File: src/rtl/nrf_spi_responder.sv
// nrf_spi_responder
// SPI (mode 0) responder that behaves like the nRF24L01 command interface.
// It gives a controller a loop-back target without a radio attached.
// csn, sck and mosi are oversampled in the clk domain. STATUS goes out
// during the command byte, and register data is shifted out after it.
// Writes are committed to an internal register file and reported to fabric.
//
// Ports:
//   clk, reset    system clock, asynchronous active-high reset
//   csn/sck/mosi  SPI inputs (asynchronous to clk)
//   miso, miso_oe SPI data out and its drive enable
//   busy          transaction open
//   cmd_valid     one-clk pulse per completed command byte (cmd_byte holds it)
//   wr_strobe     one-clk pulse per committed write (wr_addr / wr_data)
//
// Optional build macro: NRF_RESP_STATUS_W1C_EN
//   When defined, STATUS bits 6:4 are write-1-to-clear and bits 3:0 are read-only.
//   When undefined, STATUS bits 6:0 are stored directly on a write.
module nrf_spi_responder #(
   parameter int          NUM_REGS    = 32,
   parameter int          SYNC_STAGES = 2,
   parameter logic [7:0]  STATUS_RST  = 8'h0E,
   parameter logic [7:0]  CONFIG_RST  = 8'h08
) (
   input  logic       clk,
   input  logic       reset,
   input  logic       csn,
   input  logic       sck,
   input  logic       mosi,
   output logic       miso,
   output logic       miso_oe,
   output logic       busy,
   output logic       cmd_valid,
   output logic [7:0] cmd_byte,
   output logic       wr_strobe,
   output logic [4:0] wr_addr,
   output logic [7:0] wr_data
);

   typedef enum logic [2:0] {IDLE, CMD, RD, WR, IGN} state_t;

   state_t state, state_nx;

   logic [SYNC_STAGES-1:0] csn_sync, sck_sync, mosi_sync;
   logic                   csn_q, sck_q;
   logic                   csn_s, sck_s, mosi_s;
   logic                   csn_fall, csn_rise, sck_rise, sck_fall;

   logic [6:0] rx_sr;
   logic [7:0] rx_next;
   logic [7:0] tx_sr, tx_next;
   logic [2:0] bit_cnt;
   logic       byte_done;   // byte completed on the last rise; reload tx on next fall
   logic       byte_end;    // this rise completes a byte
   logic [4:0] addr;
   logic       addr_ok;
   logic [7:0] rd_val;
   logic [7:0] regs [32];

   // csn chain resets low, so a csn already low at reset release does not
   // open a transaction. A fresh fall is required.
   always_ff @(posedge clk or posedge reset) begin
      if (reset) begin
         csn_sync  <= '0;
         sck_sync  <= '0;
         mosi_sync <= '0;
         csn_q     <= 1'b0;
         sck_q     <= 1'b0;
      end else begin
         csn_sync  <= {csn_sync[SYNC_STAGES-2:0], csn};
         sck_sync  <= {sck_sync[SYNC_STAGES-2:0], sck};
         mosi_sync <= {mosi_sync[SYNC_STAGES-2:0], mosi};
         csn_q     <= csn_sync[SYNC_STAGES-1];
         sck_q     <= sck_sync[SYNC_STAGES-1];
      end
   end

   assign csn_s    = csn_sync[SYNC_STAGES-1];
   assign sck_s    = sck_sync[SYNC_STAGES-1];
   assign mosi_s   = mosi_sync[SYNC_STAGES-1];
   assign csn_fall = csn_q & ~csn_s;
   assign csn_rise = ~csn_q & csn_s;
   assign sck_rise = ~sck_q & sck_s;
   assign sck_fall = sck_q & ~sck_s;

   assign rx_next  = {rx_sr, mosi_s};
   assign byte_end = sck_rise && (bit_cnt == 3'd7);
   assign addr_ok  = 32'(addr) < NUM_REGS;

   // Read data for an R_REGISTER decoded from the byte completing now
   always_comb begin
      rd_val = 8'h00;
      if (32'(rx_next[4:0]) < NUM_REGS) rd_val = regs[rx_next[4:0]];
   end

   always_ff @(posedge clk or posedge reset) begin
      if (reset) state <= IDLE;
      else       state <= state_nx;
   end

   always_comb begin
      state_nx = state;
      if (state == IDLE) begin
         if (csn_fall) state_nx = CMD;
      end else if (csn_rise) begin
         state_nx = IDLE;               // csn rise beats a same-clk sck rise
      end else if (byte_end) begin
         case (state)
            CMD: begin
               if (rx_next[7:5] == 3'b000)      state_nx = RD;
               else if (rx_next[7:5] == 3'b001) state_nx = WR;
               else                             state_nx = IGN;
            end
            WR:      state_nx = IGN;
            default: state_nx = state;
         endcase
      end
   end

   assign busy    = (state != IDLE);
   assign miso_oe = (state != IDLE);
   assign miso    = tx_sr[7];

   always_ff @(posedge clk or posedge reset) begin
      if (reset) begin
         rx_sr     <= '0;
         tx_sr     <= '0;
         tx_next   <= '0;
         bit_cnt   <= '0;
         byte_done <= 1'b0;
         addr      <= '0;
         cmd_valid <= 1'b0;
         cmd_byte  <= '0;
         wr_strobe <= 1'b0;
         wr_addr   <= '0;
         wr_data   <= '0;
         for (int i = 0; i < 32; i++)
            regs[i] <= (i == 0) ? CONFIG_RST : (i == 7) ? STATUS_RST : 8'h00;
      end else begin
         cmd_valid <= 1'b0;
         wr_strobe <= 1'b0;
         if (state == IDLE) begin
            if (csn_fall) begin
               tx_sr     <= regs[7];
               rx_sr     <= '0;
               bit_cnt   <= '0;
               byte_done <= 1'b0;
            end
         end else if (csn_rise) begin
            tx_sr     <= '0;
            bit_cnt   <= '0;
            byte_done <= 1'b0;
         end else begin
            if (sck_rise) begin
               rx_sr   <= rx_next[6:0];
               bit_cnt <= bit_cnt + 3'd1;
               if (byte_end) begin
                  byte_done <= 1'b1;
                  case (state)
                     CMD: begin
                        cmd_valid <= 1'b1;
                        cmd_byte  <= rx_next;
                        addr      <= rx_next[4:0];
                        tx_next   <= (rx_next[7:5] == 3'b000) ? rd_val : 8'h00;
                     end
                     WR: begin
                        tx_next <= 8'h00;
                        if (addr_ok) begin
                           wr_strobe <= 1'b1;
                           wr_addr   <= addr;
                           wr_data   <= rx_next;
                           for (int i = 0; i < 32; i++) begin
                              if (i < NUM_REGS && addr == 5'(i)) begin
                                 if (i == 7) begin
`ifdef NRF_RESP_STATUS_W1C_EN
                                    regs[i] <= {1'b0, regs[i][6:4] & ~rx_next[6:4], regs[i][3:0]};
`else
                                    regs[i] <= {1'b0, rx_next[6:0]};
`endif
                                 end else begin
                                    regs[i] <= rx_next;
                                 end
                              end
                           end
                        end
                     end
                     RD:      tx_next <= tx_next;   // same register every byte
                     default: tx_next <= 8'h00;
                  endcase
               end
            end
            if (sck_fall) begin
               if (byte_done) begin
                  tx_sr     <= tx_next;
                  byte_done <= 1'b0;
               end else begin
                  tx_sr <= {tx_sr[6:0], 1'b0};
               end
            end
         end
      end
   end

endmodule

File: config.mk
export PLATFORM = sky130hd
export DESIGN_NAME = nrf_spi_responder
export DESIGN_NICKNAME = d
export VERILOG_FILES = /design/src/rtl/nrf_spi_responder.sv
export SDC_FILE = /design/constraint.sdc
export NUM_CORES = 1
export LEC_CHECK = 0
export CORE_ASPECT_RATIO = 1.1
export CORE_MARGIN = 2
export CORE_UTILIZATION = 60
export DETAILED_ROUTE_END_ITERATION = 6
export PLACE_DENSITY = 0.82
export SYNTH_ARGS = -nofsm -noshare
export SYNTH_HDL_FRONTEND = slang
export SYNTH_SLANG_ARGS = --single-unit
File: constraint.sdc
create_clock -name clk -period 29 [get_ports clk]
set_input_delay 5.8 -clock clk [delete_from_list [all_inputs] [get_ports clk]]
set_output_delay 5.8 -clock clk [all_outputs]
set_load 0.05 [all_outputs]
* Yosys cells after proc, flatten, opt, wreduce, memory -nomap -nowiden
Index checks and enable logic that the tools add are counted.
** Storage, ports and cells
- Bits in registers :: 321
- Input port bits :: 5
- Output and inout port bits :: 26
- Word-level logic and storage cells :: 192
** Operators by class
- Add/sub/neg operators :: 1
- Order comparisons :: 1
- Eq/ne operators :: 38
- Muxes and demuxes :: 42
- Bitwise gates (word level) :: 12
- Reduce and logical (&&, ||, !) cells :: 49
** Operators with widths (number)
- 6-bit AND reduction :: 32
- 5-bit == test (second input constant) :: 16
- 8-bit two-way mux :: 8
- 8-bit binary-select mux with 5-bit select :: 1
- 5-bit by 4-bit == test with 1-bit output (second input constant) :: 8
- 3-bit two-way mux :: 10
- 7-bit two-way mux :: 4
- 5-bit by 3-bit == test with 1-bit output (second input constant) :: 4
- 1-bit two-way mux :: 17
- 8-bit one-hot mux with 2 select lines :: 1
- 5-bit AND reduction :: 3
- 3-bit nonzero test :: 4
- 5-bit by 2-bit == test with 1-bit output (second input constant) :: 2
- 1-bit NOT :: 7
- 3-bit by 1-bit == test with 1-bit output (second input constant) :: 2
- 3-bit by 2-bit == test with 1-bit output (second input constant) :: 2
- 6-bit greater-or-equal comparator (second input constant) :: 1
- 3-bit zero test :: 2
- 5-bit NOT with 6-bit output :: 1
- 3-bit one-hot mux with 2 select lines :: 1
- 3-bit AND reduction :: 2
- 5-bit by 1-bit == test with 1-bit output (second input constant) :: 1
- 5-bit zero test :: 1
- 1-bit AND :: 4
- other kinds (8) :: 9

* Depth between registers and ports, before layout
Gate-level depths: netlist of run 1.
- Depth in word-level cells :: 9
- Depth in mapped cells :: 10
- Mapped depth without buffers :: 7

* Worst setup path before layout of run 1
OpenSTA, ideal clock, no wires.
- Kind :: reg-to-output
- Start :: reg state[0]
- End :: out miso_oe
- Data arrival time :: 1.406 ns
- Required time :: 23.200 ns
- Setup slack :: 21.794 ns
- Stages on the path, launching flop included :: 5
- Buffers on the path :: 2
- Path through :: dfrtp_1 > buf_2 > nor3_2 > inv_2 > buf_4
** On the way
- Longest elaborated chain between the ends :: 1
** RTL lines
- start: declaration :: line 42 : state_t state, state_nx;
- start signal: assignment :: line 98 : else state <= state_nx;
- 3-bit nonzero test
- end: declaration :: line 31 : output logic miso_oe,
No other way between the ends.

* Worst setup path in the final report of run 1
- Start :: reg state[0]
- End :: out miso_oe
** On the way
- Longest elaborated chain between the ends :: 1
** RTL lines
- 3-bit nonzero test :: line 121 : assign miso_oe = (state != IDLE);
No other way between the ends.

==> metrics.cfg, run 1 <==
[sta]
hold_ws_ns=0.355
setup_ws_ns=20.37
period_minus_slack_ns=8.63
hold_violations=0
timing.final.crit_share=0.297
slew_viol_final=0
slew_headroom=0.271
max_freq_mhz=116
setup_viol=0
rsz0062_at_grt=no
fin_skew_ns=0.0368
setup_tns_ns=0
worstMarginPinSlew_ns=1.07

[cells_and_area]
area_delta_synth_final_pct=10.5
nNetsFinal=982
fillers=1541
fin_area_um2=16000
finalNonFillerCells=1299
drive_above_1_share=0.440
fin_util=0.677
antenna_cells=0

[logic_synthesis]
synth-edff-count=0
yosysMostFrequentCell=dfrtp_1
syn_area_um2=14500
ys_types=51
yosys.area.top_type=dfrtp_1
yosys.area.top_type_share=0.538
synthCells=977
synthMuxAreaShare=0.323
synthAdderAreaFrac=0.00172
synth_compound_area_frac=0.0366
synth_area_leaders=dfrtp_1, mux2_2, mux4_2
syn_avg_cell_area_um2=14.8
synthSimpleGateAreaFrac=0.0657
yosysWarnings=0
ys_ff_latch=316
ys_seq_area_frac=0.545
syn_nets=984
synth_xor_area_frac=0
ys.flop_type=dfrtp_1
async_reset_ff_frac=1.00
synth_commonest_cells=dfrtp_1, mux2_2, mux4_2, nand2_1, clkbuf_1
synth_top_family_by_area=multiplexers

[floorplan]
num_io_pins=31
die_h_um=167
num_rows=59
die_width_um=152
start_util=0.612
coreArea_um2=23700
dieArea_um2=25400

[placed_design]
place_area_um2=14900
gp_congestion=0.812
port_buffers=30
place_hpwl_mm=18.8
dp.cells=1244
dp_slack_ns=20.23

[routing]
met3_length_mm=1.03
wire_per_inst_um=23.1
routed_wl_mm=30.1
drc=0
first_pass_iters=5
dr.first_iter.drc_count=415
wirelength_met1_mm=13.4
vias=8184
antenna_left=0
via_per_inst=6.30
dr_wl_met2_mm=14.7
highest_layer=met4

[worst_hold_path]
min_from=sck_sync[0]
hold_class=flip-flop to flip-flop
hold_path_depth=0

[critical_path]
cp-end-kind=output port
slowest_delay_ns=0.82
crit_arrival_ns=2.83
critical_path.max_fanout=17
rrSetupSlack_ns=25.68
start_kind=flip-flop
path_cells=nor3_2 > inv_2 > clkdlybuf4s50_1
r2r_start=bit_cnt[0]
slowest_stage=nor3_2
startpoint=state[0]
r2r_cells=8
worstPathRequired_ns=23.20
critical_path_class=flip-flop to output port

[power_and_ir_drop]
seqPwrFrac=0.489
power_uw=920
swShare=0.221
combPwrFrac=0.044
clockPowerShare=0.467
leakagePower_nw=7.60
p_switching_uw=203
vdd_drop_max_mv=0.0551
p_int_uw=717
p_per_area_nw_per_um2=57.4

[clock_tree]
cts_resized=0
clockBufferDepth=3
ctsHoldBuffers=0
path_clk_slew_ns=0.06
cts_tree=yes
clk_latency_ns=0.52
cts_buffers=34
cts_sinks=316
cts_setup_buffers=0
root_buffer=clkbuf_16
htreeDepth=2

[run]
drv_cap=0

[run_status]
outcome=finished clean

[global_route]
grt_max_degree=97
grt_use_total=0.246
grt_overflow=0
grt_antenna_before_repair=0
grt_pass1_wl_mm=49.3
grt_pass1_vias=8664

cells in the final DEF, fill, tap and decap left out, types with 3 or more instances in the layout:
cell type | Yosys | final
clkbuf_16 | 0 | 35
nand4_2 | 8 | 8
a211oi_1 | 7 | 7
clkinvlp_4 | 0 | 3
nand2_1 | 55 | 55
mux4_2 | 65 | 65
mux2i_1 | 19 | 19
nand3_1 | 9 | 9
nor2_1 | 17 | 17
buf_4 | 2 | 14
dfstp_2 | 4 | 4
a21oi_1 | 9 | 9
o22ai_1 | 7 | 7
nand2b_1 | 5 | 5
o31ai_1 | 7 | 7
dfrtp_1 | 312 | 308
nor4_4 | 8 | 8
clkbuf_1 | 48 | 8
and4b_1 | 8 | 8
inv_1 | 8 | 7
and2_1 | 3 | 3
a22o_1 | 15 | 15
o21ai_0 | 9 | 9
bufinv_16 | 0 | 4
nand3_2 | 8 | 8
nor2b_1 | 5 | 5
a22oi_1 | 8 | 8
nand3b_1 | 3 | 3
clkdlybuf4s50_1 | 0 | 30
mux2_2 | 269 | 269
flip-flops by register name (all words and copies together) (netlist names), 2 cells and up:
| signal | flops |
|---|---|
| bit_cnt | 3 |
| cmd_byte | 8 |
| csn_sync | 2 |
| mosi_sync | 2 |
| regs | 255 |
| rx_sr | 7 |
| sck_sync | 2 |
| state | 3 |
| tx_next | 8 |
| tx_sr | 8 |
| wr_addr | 5 |
| wr_data | 8 |
layout make-up:
class                           instances  area (µm²)  area share
Clock buffer                           45         933      0.0582
Tap cell                              305         382      0.0238
Sequential cell                       316        7920       0.494
Multi-Input combinational cell        570        6190       0.386
Clock inverter                         10         161      0.0101
Inverter                                9        41.3     0.00257
Timing Repair Buffer                   44         405      0.0253
worst max-delay path: cells and delay by family, from the launching register on:
kind / cells / cell delay, ns
DFF: 1 / 0.50
and+or+nand+nor: 1 / 0.82
buffers and inverters: 2 / 0.99
logic make-up after synthesis:
family          after synthesis
mux                         353
flops                       316
simple gates                141
buf+inv                      91
compound gates               74
fa+ha+maj                     2
layer usage:
layer,vias up,track usage
li1,3621,-
met5,-,0
met2,137,0.387
met3,55,0.0401
met1,4371,0.349
met4,0,0.0935
worst paths after layout:
kind	to
worst min register to register	sck_sync[1]
worst max-delay path	miso_oe
worst min-delay path	sck_sync[1]
worst max register to register	regs[80]
max in group asynchronous	regs[115]
min in group asynchronous	regs[170]
power by group through the flow:
stage	registers [mW]	clock network (mW)	logic, mW
2_1_floorplan	0.452	0	0.0363
3_3_place_gp	0.457	0	0.0410
3_5_place_dp	0.457	0	0.0415
4_1_cts	0.449	0.438	0.0419
5_1_grt	0.450	0.456	0.0453
6_report	0.449	0.430	0.0409
(Power assumes the default switching activity.)
==> inputs of run 2 (changes only) <==
==> constraint.sdc (replaced) <==
create_clock -name clk -period 8.2 [get_ports clk]
set_input_delay 1.64 -clock clk [delete_from_list [all_inputs] [get_ports clk]]
set_output_delay 1.64 -clock clk [all_outputs]
set_load 0.05 [all_outputs]
==> metrics.cfg, run 2 (synthesis gave the netlist of run 1 again) <==
[clock_tree]
path_clk_slew_ns=0.06  ; about the same
clk_latency_ns=0.53  ; was 0.52 ns
cts_tree=yes  ; unchanged
cts_resized=0  ; unchanged
root_buffer=clkbuf_16  ; unchanged
cts_buffers=34  ; unchanged
ctsHoldBuffers=0  ; unchanged
htreeDepth=2  ; unchanged
clockBufferDepth=3  ; unchanged
cts_setup_buffers=0  ; unchanged
cts_sinks=316  ; unchanged

[critical_path]
cp-end-kind=output port  ; unchanged
r2r_cells=6  ; was 8
critical_path.max_fanout=17  ; unchanged
critical_path_class=flip-flop to output port  ; unchanged
rr_endpoint=tx_next[2]  ; was regs[80]
crit_arrival_ns=2.85  ; was 2.83 ns
rrSetupSlack_ns=4.88  ; was 25.68 ns
start_kind=flip-flop  ; unchanged
worstPathRequired_ns=6.56  ; was 23.20 ns
r2r_start=mosi_sync[1]  ; was bit_cnt[0]

[floorplan]
coreArea_um2=23700  ; unchanged
num_rows=59  ; unchanged
num_io_pins=31  ; unchanged
start_util=0.612  ; unchanged
dieArea_um2=25400  ; unchanged
die_width_um=152  ; unchanged
die_h_um=167  ; unchanged

[worst_hold_path]
hold_path_depth=0  ; unchanged
hold_end=mosi_sync[1]  ; was sck_sync[1]
hold_class=flip-flop to flip-flop  ; unchanged
min_from=mosi_sync[0]  ; was sck_sync[0]

[power_and_ir_drop]
clockPowerShare=0.471  ; was 0.467
leakagePower_nw=7.64  ; was 7.60 nW
vdd_drop_max_mv=0.195  ; was 0.0551 mV
combPwrFrac=0.044  ; about the same
p_switching_uw=744  ; was 203 µW
p_int_mw=2.53  ; was 717 µW
swShare=0.227  ; was 0.221
seqPwrFrac=0.485  ; was 0.489
p_per_area_nw_per_um2=204  ; was 57.4 nW/µm²

[routing]
vias=8221  ; was 8,184
via_per_inst=6.30  ; about the same
routed_wl_mm=30.2  ; was 30.1 mm
drc=0  ; unchanged
dr.first_iter.drc_count=496  ; was 415
wire_per_inst_um=23.2  ; was 23.1 µm
first_pass_iters=5  ; unchanged
antenna_left=0  ; unchanged

[sta]
fin_skew_ns=0.0267  ; was 0.0368 ns
hold_violations=0  ; unchanged
slew_viol_final=0  ; unchanged
setup_ws_ns=3.71  ; was 20.37 ns
slew_headroom=0.257  ; was 0.271
rsz0062_at_grt=no  ; unchanged
timing.final.crit_share=0.548
worstMarginPinSlew_ns=1.11  ; was 1.07 ns
period_minus_slack_ns=4.49
setup_viol=0  ; unchanged
max_freq_mhz=223
setup_tns_ns=0  ; unchanged

[placed_design]
place_hpwl_mm=18.5  ; was 18.8 mm
place_area_um2=15000  ; was 14,900 µm²
gp_congestion=0.788  ; was 0.812
dp.cells=1244  ; unchanged
dp_slack_ns=4.26  ; was 20.23 ns
port_buffers=30  ; unchanged

[global_route]
grt_antenna_before_repair=0  ; unchanged
grt_pass1_wl_mm=49.3  ; about the same
grt_max_degree=189  ; was 97
grt_overflow=0  ; unchanged
grt_pass1_vias=8734  ; was 8,664
grt_use_total=0.246  ; about the same

[cells_and_area]
antenna_cells=0  ; unchanged
final_cell_mix=dfrtp_1, mux2_2, mux4_2, nand2_1, clkbuf_16  ; unchanged
largest_reg_flops=255  ; unchanged
final_common_cell=dfrtp_1  ; unchanged
nNetsFinal=982  ; unchanged
drive_above_1_share=0.443  ; was 0.440
fin_area_um2=16100  ; was 16,000 µm²
area_delta_synth_final_pct=10.9  ; was 10.5%
regMostFlops=regs  ; unchanged
finalNonFillerCells=1304  ; was 1,299

[run_status]
outcome=finished clean  ; unchanged

[run]
drv_cap=0  ; unchanged

-- run 2: how the worst max path moves through the flow --
stage	startpoint	endpoint	cells past startpoint
final	state[0]	miso_oe	3
after floorplan	reset	bit_cnt[0]	1
after global routing	state[0]	miso_oe	3
after CTS	state[0]	miso_oe	3
after detailed placement	state[0]	miso_oe	3
after global placement	reset	mosi_sync[1]	4
-- run 2: area by class of cell --
type	count	area [µm²]
flip-flops and latches	316	7920
fillers	1546	7610
multi-input cells	570	6190
clock buffers	50	1010
repair buffers	44	418
well taps	305	382
clock inverters	10	125
inverters	9	37.5
-- run 2: worst max-delay path: stages (launching register included) --
cell and delay [ns]:
dfrtp_1 0.49, nor3_2 0.85, inv_2 0.22, clkdlybuf4s50_1 0.77
-- run 2: metrics by stage --
stage	util	hold slack, ns	power (mW)
3_5_place_dp	0.631	0.338	1.77
2_1_floorplan	-	0.331	1.73
3_3_place_gp	0.631	0.336	1.76
4_1_cts	0.679	0.344	3.31
6_report	0.679	0.344	3.28
5_1_grt	0.679	0.361	3.38
-- run 2: metal layers --
| metal | vias up | share of wire | global-route usage |
|---|---|---|---|
| met5 | - | 0 | 0 |
| met4 | 0 | 0.028 | 0.0874 |
| met3 | 53 | 0.054 | 0.0518 |
| met2 | 190 | 0.49 | 0.391 |
| met1 | 4363 | 0.43 | 0.343 |
| li1 | 3615 | - | - |
-- run 2: power by group through the flow --
stage                     logic (mW)  clock network [mW]  registers (mW)
after floorplan                0.129                   0            1.60
after global placement         0.144                   0            1.62
final                          0.144                1.54            1.59
after detailed placement       0.147                   0            1.62
after global routing           0.159                1.63            1.59
after CTS                      0.147                1.57            1.59
==> inputs of run 3 (changes only) <==
==> constraint.sdc (replaced) <==
create_clock -name clk -period 4.37 [get_ports clk]
set_input_delay 0.874 -clock clk [delete_from_list [all_inputs] [get_ports clk]]
set_output_delay 0.874 -clock clk [all_outputs]
set_load 0.05 [all_outputs]
==> metrics.cfg, run 3 (synthesis gave the netlist of run 1 again) <==
[run_status]
outcome=finished clean  ; unchanged

[critical_path]
rrSetupSlack_ns=1.40  ; was 4.88 ns
worstPathRequired_ns=3.50  ; was 6.56 ns
crit_arrival_ns=2.35  ; was 2.85 ns
critical_path.max_fanout=17  ; unchanged
r2r_cells=7  ; was 6
start_kind=flip-flop  ; unchanged
cp-end-kind=output port  ; unchanged
critical_path_class=flip-flop to output port  ; unchanged

[power_and_ir_drop]
p_per_area_nw_per_um2=376  ; was 204 nW/µm²
vdd_drop_max_mv=0.315  ; was 0.195 mV
power_mw=6.07  ; was 3.28 mW
leakagePower_nw=7.66  ; was 7.64 nW

[sta]
setup_viol=0  ; unchanged
rsz0062_at_grt=no  ; unchanged
period_minus_slack_ns=3.23
max_freq_mhz=310
hold_ws_ns=0.345  ; was 0.344 ns
fin_skew_ns=0.0236  ; was 0.0267 ns
timing.final.crit_share=0.739
slew_viol_final=0  ; unchanged
setup_ws_ns=1.14  ; was 3.71 ns
worstMarginPinSlew_ns=1.22  ; was 1.11 ns
hold_violations=0  ; unchanged
slew_headroom=0.187  ; was 0.257

[placed_design]
dp_slack_ns=1.44  ; was 4.26 ns
port_buffers=30  ; unchanged
place_hpwl_mm=19.8  ; was 18.5 mm
gp_congestion=0.853  ; was 0.788

[cells_and_area]
largest_reg_flops=255  ; unchanged
area_delta_synth_final_pct=11.2  ; was 10.9%
final_cell_mix=dfrtp_1, mux2_2, mux4_2, nand2_1, clkbuf_16  ; unchanged
antenna_cells=0  ; unchanged
final_common_cell=dfrtp_1  ; unchanged
fin_util=0.681  ; was 0.679
nNetsFinal=991  ; was 982
fillers=1554  ; was 1,546
regMostFlops=regs  ; unchanged
drive_above_1_share=0.440  ; was 0.443

[routing]
vias=8380  ; was 8,221
antenna_left=0  ; unchanged
via_per_inst=6.38  ; was 6.30
dr.first_iter.drc_count=680  ; was 496
routed_wl_mm=31.1  ; was 30.2 mm
first_pass_iters=4  ; was 5
drc=0  ; unchanged
wire_per_inst_um=23.7  ; was 23.2 µm

[clock_tree]
cts_tree=yes  ; unchanged
clk_latency_ns=0.52  ; was 0.53 ns
htreeDepth=2  ; unchanged
cts_sinks=316  ; unchanged
cts_setup_buffers=0  ; unchanged
cts_resized=0  ; unchanged
root_buffer=clkbuf_16  ; unchanged
path_clk_slew_ns=0.06  ; about the same
clockBufferDepth=3  ; unchanged
ctsHoldBuffers=0  ; unchanged
cts_buffers=34  ; unchanged

[floorplan]
die_width_um=152  ; unchanged
dieArea_um2=25400  ; unchanged
start_util=0.612  ; unchanged
num_io_pins=31  ; unchanged
die_h_um=167  ; unchanged
coreArea_um2=23700  ; unchanged
num_rows=59  ; unchanged

[global_route]
grt_antenna_before_repair=1  ; was 0
grt_use_total=0.254  ; was 0.246
grt_pass1_wl_mm=50.7  ; was 49.3 mm
grt_overflow=0  ; unchanged
grt_pass1_vias=8738  ; was 8,734
grt_max_degree=95  ; was 189

[worst_hold_path]
hold_class=flip-flop to flip-flop  ; unchanged
hold_path_depth=0  ; unchanged

[run]
drv_cap=0  ; unchanged

-- run 3: cell types whose count changed in the layout (fill, tap and decap cells not counted) --
cell,before,now
buf_12,1,4
clkinv_2,4,3
inv_6,2,1
clkbuf_16,34,35
inv_8,1,0
clkinv_8,1,0
buf_4,13,19
clkbuf_8,10,5
clkbuf_1,6,14
-- run 3: area by class of cell --
type | count | area [µm²] | area share
multi-input combinational | 570 | 6190 | 0.384
tap | 305 | 382 | 0.0236
clock inverter | 6 | 83.8 | 0.00520
inverter | 9 | 37.5 | 0.00233
clock buffer | 54 | 997 | 0.0618
timing repair buffer | 53 | 523 | 0.0324
sequential | 316 | 7920 | 0.491
-- run 3: worst max-delay path: stages, from the launching register on --
cell and delay (ns):
dfrtp_1 0.50, nor3_2 0.25, buf_4 0.25, inv_2 0.12, clkdlybuf4s50_1 0.72
-- run 3: per-stage QoR --
stage / cell area, µm² / std cells / TNS (ns)
after floorplan: 14500 / 977 / -222.01
after global placement: 15100 / 1253 / 0
after detailed placement: 15100 / 1253 / 0
after CTS: 16100 / 1313 / 0
after global routing: 16100 / 1313 / 0
final: 16100 / 1313 / 0
-- run 3: metal layers --
metal	vias to the layer above	GRT usage	routed length, µm
met5	-	0	0
met4	0	0.0744	737
met3	55	0.0448	1700
met2	258	0.390	14800
met1	4418	0.378	14000
li1	3649	-	-
-- run 3: final timing paths --
path	startpoint	endpoint
setup / recovery	state[0]	busy
hold / removal	mosi_sync[0]	mosi_sync[1]
setup reg to reg	bit_cnt[0]	regs[223]
hold reg to reg	mosi_sync[0]	mosi_sync[1]
max in group asynchronous	reset	regs[95]
min in group asynchronous	reset	regs[170]
-- run 3: where the power goes --
| group | internal, mW | switching [mW] |
|---|---|---|
| Sequential | 2.94 | 0.0577 |
| Combinational | 0.0927 | 0.183 |
| Clock | 1.68 | 1.12 |
| Total | 4.71 | 1.36 |
